## src/rtl/ssd1306_pkg.sv

```systemverilog
// ssd1306_pkg
// Shared definitions for the SSD1306 serial-interface receiver:
//   - command opcodes that take trailing argument bytes
//   - arg_count(): number of argument bytes that follow a given opcode
//   - SYNC_TOKEN: framebuffer write word that restarts the frame
//   - parser_state_t: command parser states
package ssd1306_pkg;

    localparam logic [7:0] CMD_MEM_MODE     = 8'h20;
    localparam logic [7:0] CMD_COL_ADDR     = 8'h21;
    localparam logic [7:0] CMD_PAGE_ADDR    = 8'h22;
    localparam logic [7:0] CMD_SCROLL_R     = 8'h26;
    localparam logic [7:0] CMD_SCROLL_L     = 8'h27;
    localparam logic [7:0] CMD_SCROLL_VR    = 8'h29;
    localparam logic [7:0] CMD_SCROLL_VL    = 8'h2A;
    localparam logic [7:0] CMD_CONTRAST     = 8'h81;
    localparam logic [7:0] CMD_CHARGE_PUMP  = 8'h8D;
    localparam logic [7:0] CMD_VSCROLL_AREA = 8'hA3;
    localparam logic [7:0] CMD_MUX_RATIO    = 8'hA8;
    localparam logic [7:0] CMD_DISP_OFFSET  = 8'hD3;
    localparam logic [7:0] CMD_CLK_DIV      = 8'hD5;
    localparam logic [7:0] CMD_PRECHARGE    = 8'hD9;
    localparam logic [7:0] CMD_COM_PINS     = 8'hDA;
    localparam logic [7:0] CMD_VCOMH        = 8'hDB;

    localparam logic [8:0] SYNC_TOKEN = 9'h100;

    typedef enum logic {
        CMD = 1'b0,
        ARG = 1'b1
    } parser_state_t;

    // Argument bytes following an opcode; 0 means a single-byte command.
    function automatic logic [2:0] arg_count(input logic [7:0] opcode);
        logic [2:0] n;
        n = 3'd0;
        case (opcode)
            CMD_PAGE_ADDR,
            CMD_COL_ADDR,
            CMD_VSCROLL_AREA: n = 3'd2;
            CMD_MEM_MODE,
            CMD_CONTRAST,
            CMD_CHARGE_PUMP,
            CMD_MUX_RATIO,
            CMD_DISP_OFFSET,
            CMD_CLK_DIV,
            CMD_PRECHARGE,
            CMD_COM_PINS,
            CMD_VCOMH:        n = 3'd1;
            CMD_SCROLL_R,
            CMD_SCROLL_L:     n = 3'd6;
            CMD_SCROLL_VR,
            CMD_SCROLL_VL:    n = 3'd5;
            default:          n = 3'd0;
        endcase
        return n;
    endfunction

endpackage

```

## src/rtl/ssd1306_spi_rx_byte.sv

```systemverilog
// spi_byte_rx
// Synchronises the asynchronous SPI pins into clk, detects rising sclk,
// assembles MSB-first bytes and reports aborted (partial) transfers.
// Ports:
//   clk, reset            system clock, synchronous active-high reset
//   spi_sclk/mosi/cs_n/dc raw SPI pins (mode 0)
//   rx_byte               completed byte (valid with byte_valid)
//   rx_dc                 dc level latched with the byte
//   byte_valid            one-cycle strobe, byte complete
//   abort                 one-cycle pulse, cs_n rose mid-byte
module spi_byte_rx #(
    parameter int SYNC_STAGES = 2
) (
    input  logic       clk,
    input  logic       reset,
    input  logic       spi_sclk,
    input  logic       spi_mosi,
    input  logic       spi_cs_n,
    input  logic       spi_dc,
    output logic [7:0] rx_byte,
    output logic       rx_dc,
    output logic       byte_valid,
    output logic       abort
);

    logic [SYNC_STAGES-1:0] sclk_sync_reg;
    logic [SYNC_STAGES-1:0] mosi_sync_reg;
    logic [SYNC_STAGES-1:0] cs_n_sync_reg;
    logic [SYNC_STAGES-1:0] dc_sync_reg;
    logic                   sclk_prev_reg;

    logic [7:0] shift_reg;
    logic [2:0] bit_cnt_reg;
    logic [7:0] rx_byte_reg;
    logic       rx_dc_reg;
    logic       byte_valid_reg;
    logic       abort_reg;

    logic       sclk_s, mosi_s, cs_n_s, dc_s;
    logic       sclk_rise;
    logic       shift_en;
    logic [7:0] shift_next;

    // All four pins are taken from the same stage so mosi/dc line up with sclk.
    assign sclk_s = sclk_sync_reg[SYNC_STAGES-1];
    assign mosi_s = mosi_sync_reg[SYNC_STAGES-1];
    assign cs_n_s = cs_n_sync_reg[SYNC_STAGES-1];
    assign dc_s   = dc_sync_reg[SYNC_STAGES-1];

    assign sclk_rise  = sclk_s & ~sclk_prev_reg;
    // The 8th edge still completes the byte if cs_n rises in the same cycle.
    assign shift_en   = sclk_rise & (~cs_n_s | (bit_cnt_reg == 3'd7));
    assign shift_next = {shift_reg[6:0], mosi_s};

    always_ff @(posedge clk) begin
        if (reset) begin
            sclk_sync_reg <= '0;
            mosi_sync_reg <= '0;
            cs_n_sync_reg <= '1;
            dc_sync_reg   <= '0;
            sclk_prev_reg <= 1'b0;
        end else begin
            sclk_sync_reg <= {sclk_sync_reg[SYNC_STAGES-2:0], spi_sclk};
            mosi_sync_reg <= {mosi_sync_reg[SYNC_STAGES-2:0], spi_mosi};
            cs_n_sync_reg <= {cs_n_sync_reg[SYNC_STAGES-2:0], spi_cs_n};
            dc_sync_reg   <= {dc_sync_reg[SYNC_STAGES-2:0], spi_dc};
            sclk_prev_reg <= sclk_s;
        end
    end

    always_ff @(posedge clk) begin
        if (reset) begin
            shift_reg      <= '0;
            bit_cnt_reg    <= '0;
            rx_byte_reg    <= '0;
            rx_dc_reg      <= 1'b0;
            byte_valid_reg <= 1'b0;
            abort_reg      <= 1'b0;
        end else begin
            byte_valid_reg <= 1'b0;
            abort_reg      <= 1'b0;
            if (shift_en) begin
                shift_reg   <= shift_next;
                bit_cnt_reg <= bit_cnt_reg + 3'd1;
                if (bit_cnt_reg == 3'd7) begin
                    rx_byte_reg    <= shift_next;
                    rx_dc_reg      <= dc_s;
                    byte_valid_reg <= 1'b1;
                end
            end else if (cs_n_s) begin
                // Deselect: a nonzero count means a partial byte is discarded.
                bit_cnt_reg <= '0;
                if (bit_cnt_reg != 3'd0) begin
                    abort_reg <= 1'b1;
                end
            end
        end
    end

    assign rx_byte    = rx_byte_reg;
    assign rx_dc      = rx_dc_reg;
    assign byte_valid = byte_valid_reg;
    assign abort      = abort_reg;

endmodule

```

## src/rtl/ssd1306_spi_rx.sv

```systemverilog
// ssd1306_spi_rx
// SSD1306 4-wire SPI emulation feeding the framebuffer write port.
// Display data bytes are forwarded as {1'b0, byte}; the command stream is
// parsed only to skip argument bytes and to emit SYNC_TOKEN when a
// page-address command (with both arguments) completes.
// Ports:
//   clk, reset        system clock, synchronous active-high reset
//   spi_*             raw SPI pins
//   din, din_ready    framebuffer write word and its one-cycle strobe
//   data_count        data bytes since last token (saturating)
//   abort             one-cycle pulse on a mid-byte deselect
module ssd1306_spi_rx
    import ssd1306_pkg::*;
#(
    parameter int SYNC_STAGES = 2,
    parameter int CNT_W       = 11
) (
    input  logic             clk,
    input  logic             reset,
    input  logic             spi_sclk,
    input  logic             spi_mosi,
    input  logic             spi_cs_n,
    input  logic             spi_dc,
    output logic [8:0]       din,
    output logic             din_ready,
    output logic [CNT_W-1:0] data_count,
    output logic             abort
);

    logic [7:0] rx_byte;
    logic       rx_dc;
    logic       byte_valid;

    spi_byte_rx #(
        .SYNC_STAGES (SYNC_STAGES)
    ) u_byte_rx (
        .clk        (clk),
        .reset      (reset),
        .spi_sclk   (spi_sclk),
        .spi_mosi   (spi_mosi),
        .spi_cs_n   (spi_cs_n),
        .spi_dc     (spi_dc),
        .rx_byte    (rx_byte),
        .rx_dc      (rx_dc),
        .byte_valid (byte_valid),
        .abort      (abort)
    );

    localparam logic [CNT_W-1:0] CNT_MAX = {CNT_W{1'b1}};

    parser_state_t    state_reg,      state_next;
    logic [2:0]       arg_left_reg,   arg_left_next;
    logic             is_page_reg,    is_page_next;
    logic [8:0]       din_reg,        din_next;
    logic             din_ready_reg,  din_ready_next;
    logic [CNT_W-1:0] data_count_reg, data_count_next;
    logic [2:0]       opcode_args;

    assign opcode_args = arg_count(rx_byte);

    always_ff @(posedge clk) begin
        if (reset) begin
            state_reg      <= CMD;
            arg_left_reg   <= '0;
            is_page_reg    <= 1'b0;
            din_reg        <= '0;
            din_ready_reg  <= 1'b0;
            data_count_reg <= '0;
        end else begin
            state_reg      <= state_next;
            arg_left_reg   <= arg_left_next;
            is_page_reg    <= is_page_next;
            din_reg        <= din_next;
            din_ready_reg  <= din_ready_next;
            data_count_reg <= data_count_next;
        end
    end

    always_comb begin
        state_next      = state_reg;
        arg_left_next   = arg_left_reg;
        is_page_next    = is_page_reg;
        din_next        = din_reg;
        din_ready_next  = 1'b0;
        data_count_next = data_count_reg;

        if (byte_valid) begin
            if (rx_dc) begin
                // Data arriving while arguments are still owed is dropped
                // and does not count toward the argument bytes.
                if (state_reg == CMD) begin
                    din_next       = {1'b0, rx_byte};
                    din_ready_next = 1'b1;
                    if (data_count_reg != CNT_MAX) begin
                        data_count_next = data_count_reg + 1'b1;
                    end
                end
            end else begin
                case (state_reg)
                    CMD: begin
                        if (opcode_args != 3'd0) begin
                            arg_left_next = opcode_args;
                            is_page_next  = (rx_byte == CMD_PAGE_ADDR);
                            state_next    = ARG;
                        end
                    end
                    ARG: begin
                        arg_left_next = arg_left_reg - 3'd1;
                        if (arg_left_reg == 3'd1) begin
                            state_next = CMD;
                            if (is_page_reg) begin
                                din_next        = SYNC_TOKEN;
                                din_ready_next  = 1'b1;
                                data_count_next = '0;
                                is_page_next    = 1'b0;
                            end
                        end
                    end
                    default: state_next = CMD;
                endcase
            end
        end
    end

    assign din        = din_reg;
    assign din_ready  = din_ready_reg;
    assign data_count = data_count_reg;

endmodule

```

## config.mk

```make
export PLATFORM = sky130hd
export DESIGN_NAME = ssd1306_spi_rx
export DESIGN_NICKNAME = d
export VERILOG_FILES = /design/src/rtl/ssd1306_pkg.sv /design/src/rtl/ssd1306_spi_rx_byte.sv /design/src/rtl/ssd1306_spi_rx.sv
export SDC_FILE = /design/constraint.sdc
export NUM_CORES = 1
export LEC_CHECK = 0
export CORE_ASPECT_RATIO = 1.1
export CORE_MARGIN = 2
export CORE_UTILIZATION = 35
export CTS_BUF_LIST = sky130_fd_sc_hd__clkbuf_8
export DETAILED_ROUTE_END_ITERATION = 16
export GPL_TIMING_DRIVEN = 0
export PLACE_DENSITY = 0.56
export SLEW_MARGIN = 20
export SYNTH_ARGS = -nofsm -noshare
export SYNTH_HDL_FRONTEND = slang
export SYNTH_HIERARCHICAL = 1
export SYNTH_SLANG_ARGS = --single-unit
```

## constraint.sdc

```tcl
create_clock -name clk -period 4.05 [get_ports clk]
set_input_delay 0.81 -clock clk [delete_from_list [all_inputs] [get_ports clk]]
set_output_delay 0.81 -clock clk [all_outputs]
set_load 0.02 [all_outputs]
```

==> results of run 1 <==
routing by layer:
metal,GRT usage [%],wire length [um],vias to the layer above
li1,-,-,1128
met1,18.6,2700,995
met2,24.4,2720,36
met3,2.88,145,4
met4,4.43,55,0
met5,0,0,-
power groups by stage:
stage               Combinational [mW]  Clock, mW  Sequential (mW)
detailed placement              0.0305          0            0.569
global placement                0.0303          0            0.569
global route                    0.0327      0.349            0.557
CTS                             0.0305      0.325            0.556
finish                          0.0298      0.311            0.556
floorplan                       0.0175          0            0.568
kinds of logic (layout without fill, tap and decap cells):
group / after synthesis / count (layout) / share of synthesized area, %
buffers and inverters: 28 / 63 / 5.76
AND/OR/NAND/NOR: 139 / 139 / 29.9
AO/OA/AOI/OAI: 64 / 64 / 16.2
adder cells (fa/ha/maj): 6 / 6 / 2.86
XOR/XNOR: 8 / 8 / 2.67
flip-flops: 56 / 56 / 42.7
how the worst min path moves through the flow:
stage                               startpoint                    endpoint  slack [ns]  depth (start not counted)
detailed placement  u_byte_rx/cs_n_sync_reg[0]  u_byte_rx/cs_n_sync_reg[1]        0.40                          1
global route        u_byte_rx/cs_n_sync_reg[0]  u_byte_rx/cs_n_sync_reg[1]        0.46                          1
CTS                 u_byte_rx/cs_n_sync_reg[0]  u_byte_rx/cs_n_sync_reg[1]        0.43                          1
global placement    u_byte_rx/cs_n_sync_reg[0]  u_byte_rx/cs_n_sync_reg[1]        0.40                          1
floorplan           u_byte_rx/cs_n_sync_reg[0]  u_byte_rx/cs_n_sync_reg[1]        0.39                          1
finish              u_byte_rx/cs_n_sync_reg[0]  u_byte_rx/cs_n_sync_reg[1]        0.43                          1
cells in the mapped netlist, types with 2 or more instances:
cell type and instances:
a211oi_1 2, nor2b_1 13, or2_2 3, xnor2_1 7, nor4b_1 2, nor4bb_1 2
nand3b_1 3, nand2b_1 6, o21ai_1 11, buf_6 2, nand4b_1 2, nor3_2 2
nor2_1 20, a21oi_1 33, nand3_1 33, clkbuf_1 3, nand4_1 5, nor3_1 5
dfxtp_1 56, ha_1 6, o21ai_0 2, or3_1 3, a21oi_2 3, inv_1 9
buf_2 6, nand2_1 28, nor4b_2 2, buf_4 6
layout make-up:
type,instances,area [um^2]
Sequential cell,56,1120
Inverter,10,37.5
Multi-Input combinational cell,217,1350
Timing Repair Buffer,27,270
Tap cell,87,109
Clock buffer,5,68.8
Buffer,18,114
Fill cell,781,4250
Clock inverter,3,21.3
placed cells by master (no fill, tap or decap), drive strengths merged, types with 4 or more instances in the layout:
| cell | netlist | layout |
|---|---|---|
| nand4 | 5 | 5 |
| nand3 | 33 | 33 |
| xnor2 | 7 | 7 |
| a21oi | 36 | 36 |
| inv | 10 | 11 |
| nor2b | 14 | 14 |
| clkbuf | 4 | 9 |
| ha | 6 | 6 |
| clkdlybuf4s50 | 0 | 27 |
| nand2b | 6 | 6 |
| nor3 | 7 | 7 |
| nand2 | 28 | 28 |
| nor4b | 4 | 4 |
| dfxtp | 56 | 56 |
| o21ai | 13 | 13 |
| buf | 14 | 14 |
| nor2 | 20 | 20 |
through the flow:
step / util (%) / std cells / hold slack, ns / power [mW] / cell area (um^2)
after floorplan: - / 301 / 0.389 / 0.586 / 2630
after global placement: 40.9 / 415 / 0.399 / 0.599 / 3010
after detailed placement: 40.9 / 415 / 0.397 / 0.599 / 3010
after CTS: 42.1 / 423 / 0.429 / 0.912 / 3100
after global routing: 42.1 / 423 / 0.464 / 0.939 / 3100
final: 42.1 / 423 / 0.426 / 0.897 / 3100
==> results.tsv, run 1 <==
metric	value	unit
r2r-start	data_count[0]	
dp_slack	1.52	ns
synth_top_cell_by_area	dfxtp_1	
syn2layout_area_growth	17.9	%
endpoint_kind	output port	
root_buffer	clkbuf_8	
clkPwrFrac	34.7	%
r2r_cells	8	
swShare	23.2	%
postRouteAntennaNets	0	
setup_tns	0	ns
drt_pass1_iterations	4	
initial_core_util	35.7	%
crit_type	reg2out	
path_delay_family	buffers and inverters	
die_w	86.6	um
drt-total-wl	5.62	mm
overflow	0	
rows	33	
cts.clk_slew.worst_paths	0.11	ns
fmaxAchievable	446	MHz
grt_use_total	14.5	%
cap_violations	0	
p_int	689	uW
cts_hold_buf	0	
drc	0	
cts_setup_buffers	0	
vias_per_cell	5.11	
crit_start	data_count[2]	
fin_nets	347	
grt_pass1_vias	2001	
synth_cell_types	54	
path_cells	clkdlybuf4s50_1	
grt_max_degree	19	
period_share	55.3	%
synth_area_leaders	dfxtp_1, a21oi_1, nand3_1, nand2_1, nor2b_1	
max_stage_delay	0.65	ns
synth_edf_count	0	
wire_per_inst	13.3	um
worstHoldPathType	reg2reg	
outcome	completed	
worstReg2RegEnd	data_count[2]	
die_h	94.9	um
finalCriticalPeriod	2.24	ns
portBuffers	27	
async_reset_ff_share	0	%
required	3.24	ns
cts_made_buffers	5	
powerDensity	290	nW/um^2
worstSkewPairLatency	0.31	ns
grt_setup_unrepaired	no	
cp_max_fo	7	
die_area	8210	um^2
coreArea	7350	um^2
grt_pass1_wl	9.61	mm
first_iter_violations	103	
synth_ff_type	dfxtp_1	
hold_viol	0	
cp-endpoint	data_count[2]	
seqPwrFrac	62.0	%
finalWorstSetupSlack	1.81	ns
worst-path-buf-inv	1	
cts_resized	0	
diodes	0	
synth_top_area_share	42.7	%
dp_hpwl	4.03	mm
drive_gt1_share	12.8	%
r2r_setup_slack	2.20	ns
power_frac_comb	3.3	%
start_kind	flip-flop	
finalSetupViolations	0	
cp.depth	1	
worstPathArrival	1.43	ns
tightest_slew	0.566	ns
p_switching	208	uW
syn_area	2630	um^2
drv_slew	0	
p_leak	0.982	nW
cts_buffer_depth	2	
syn-num-nets	313	
ctsHtreeMaxLevel	2	
synthCells	301	
gp_congestion	0.823	
synth_warnings	6	
ioPinCount	28	
largest_register_ffs	11	
clock-sinks	56	
avgSynthCellArea	8.73	um^2
num_vias	2163	
relSlewSlack	62.2	%
yosys_register_bits	56	
seq_area_frac_synth	42.7	%
cts_tree	yes	
antenna_found_initial	0	
cp_slowest_cell	clkdlybuf4s50_1	
peakVddDrop	0.136	mV
final.setup_skew	0.0105	ns
Note: power is estimated with default switching activity, not from simulation.
==> run 2: changes to the inputs <==
Clock period 4.05 ns to 2.2 ns, I/O delays scaled along.
==> results of run 2 <==
The final DEF is identical to that of run 1. Status: completed.
Main changes from that run: setup slack after placement 1.52 ns -> 0.0358 ns; setup slack after layout 1.81 ns -> 0.330 ns; register-to-register setup slack 2.20 ns -> 0.35 ns; total power 0.897 mW -> 1.65 mW; worst IR drop on VDD 0.136 mV -> 0.250 mV
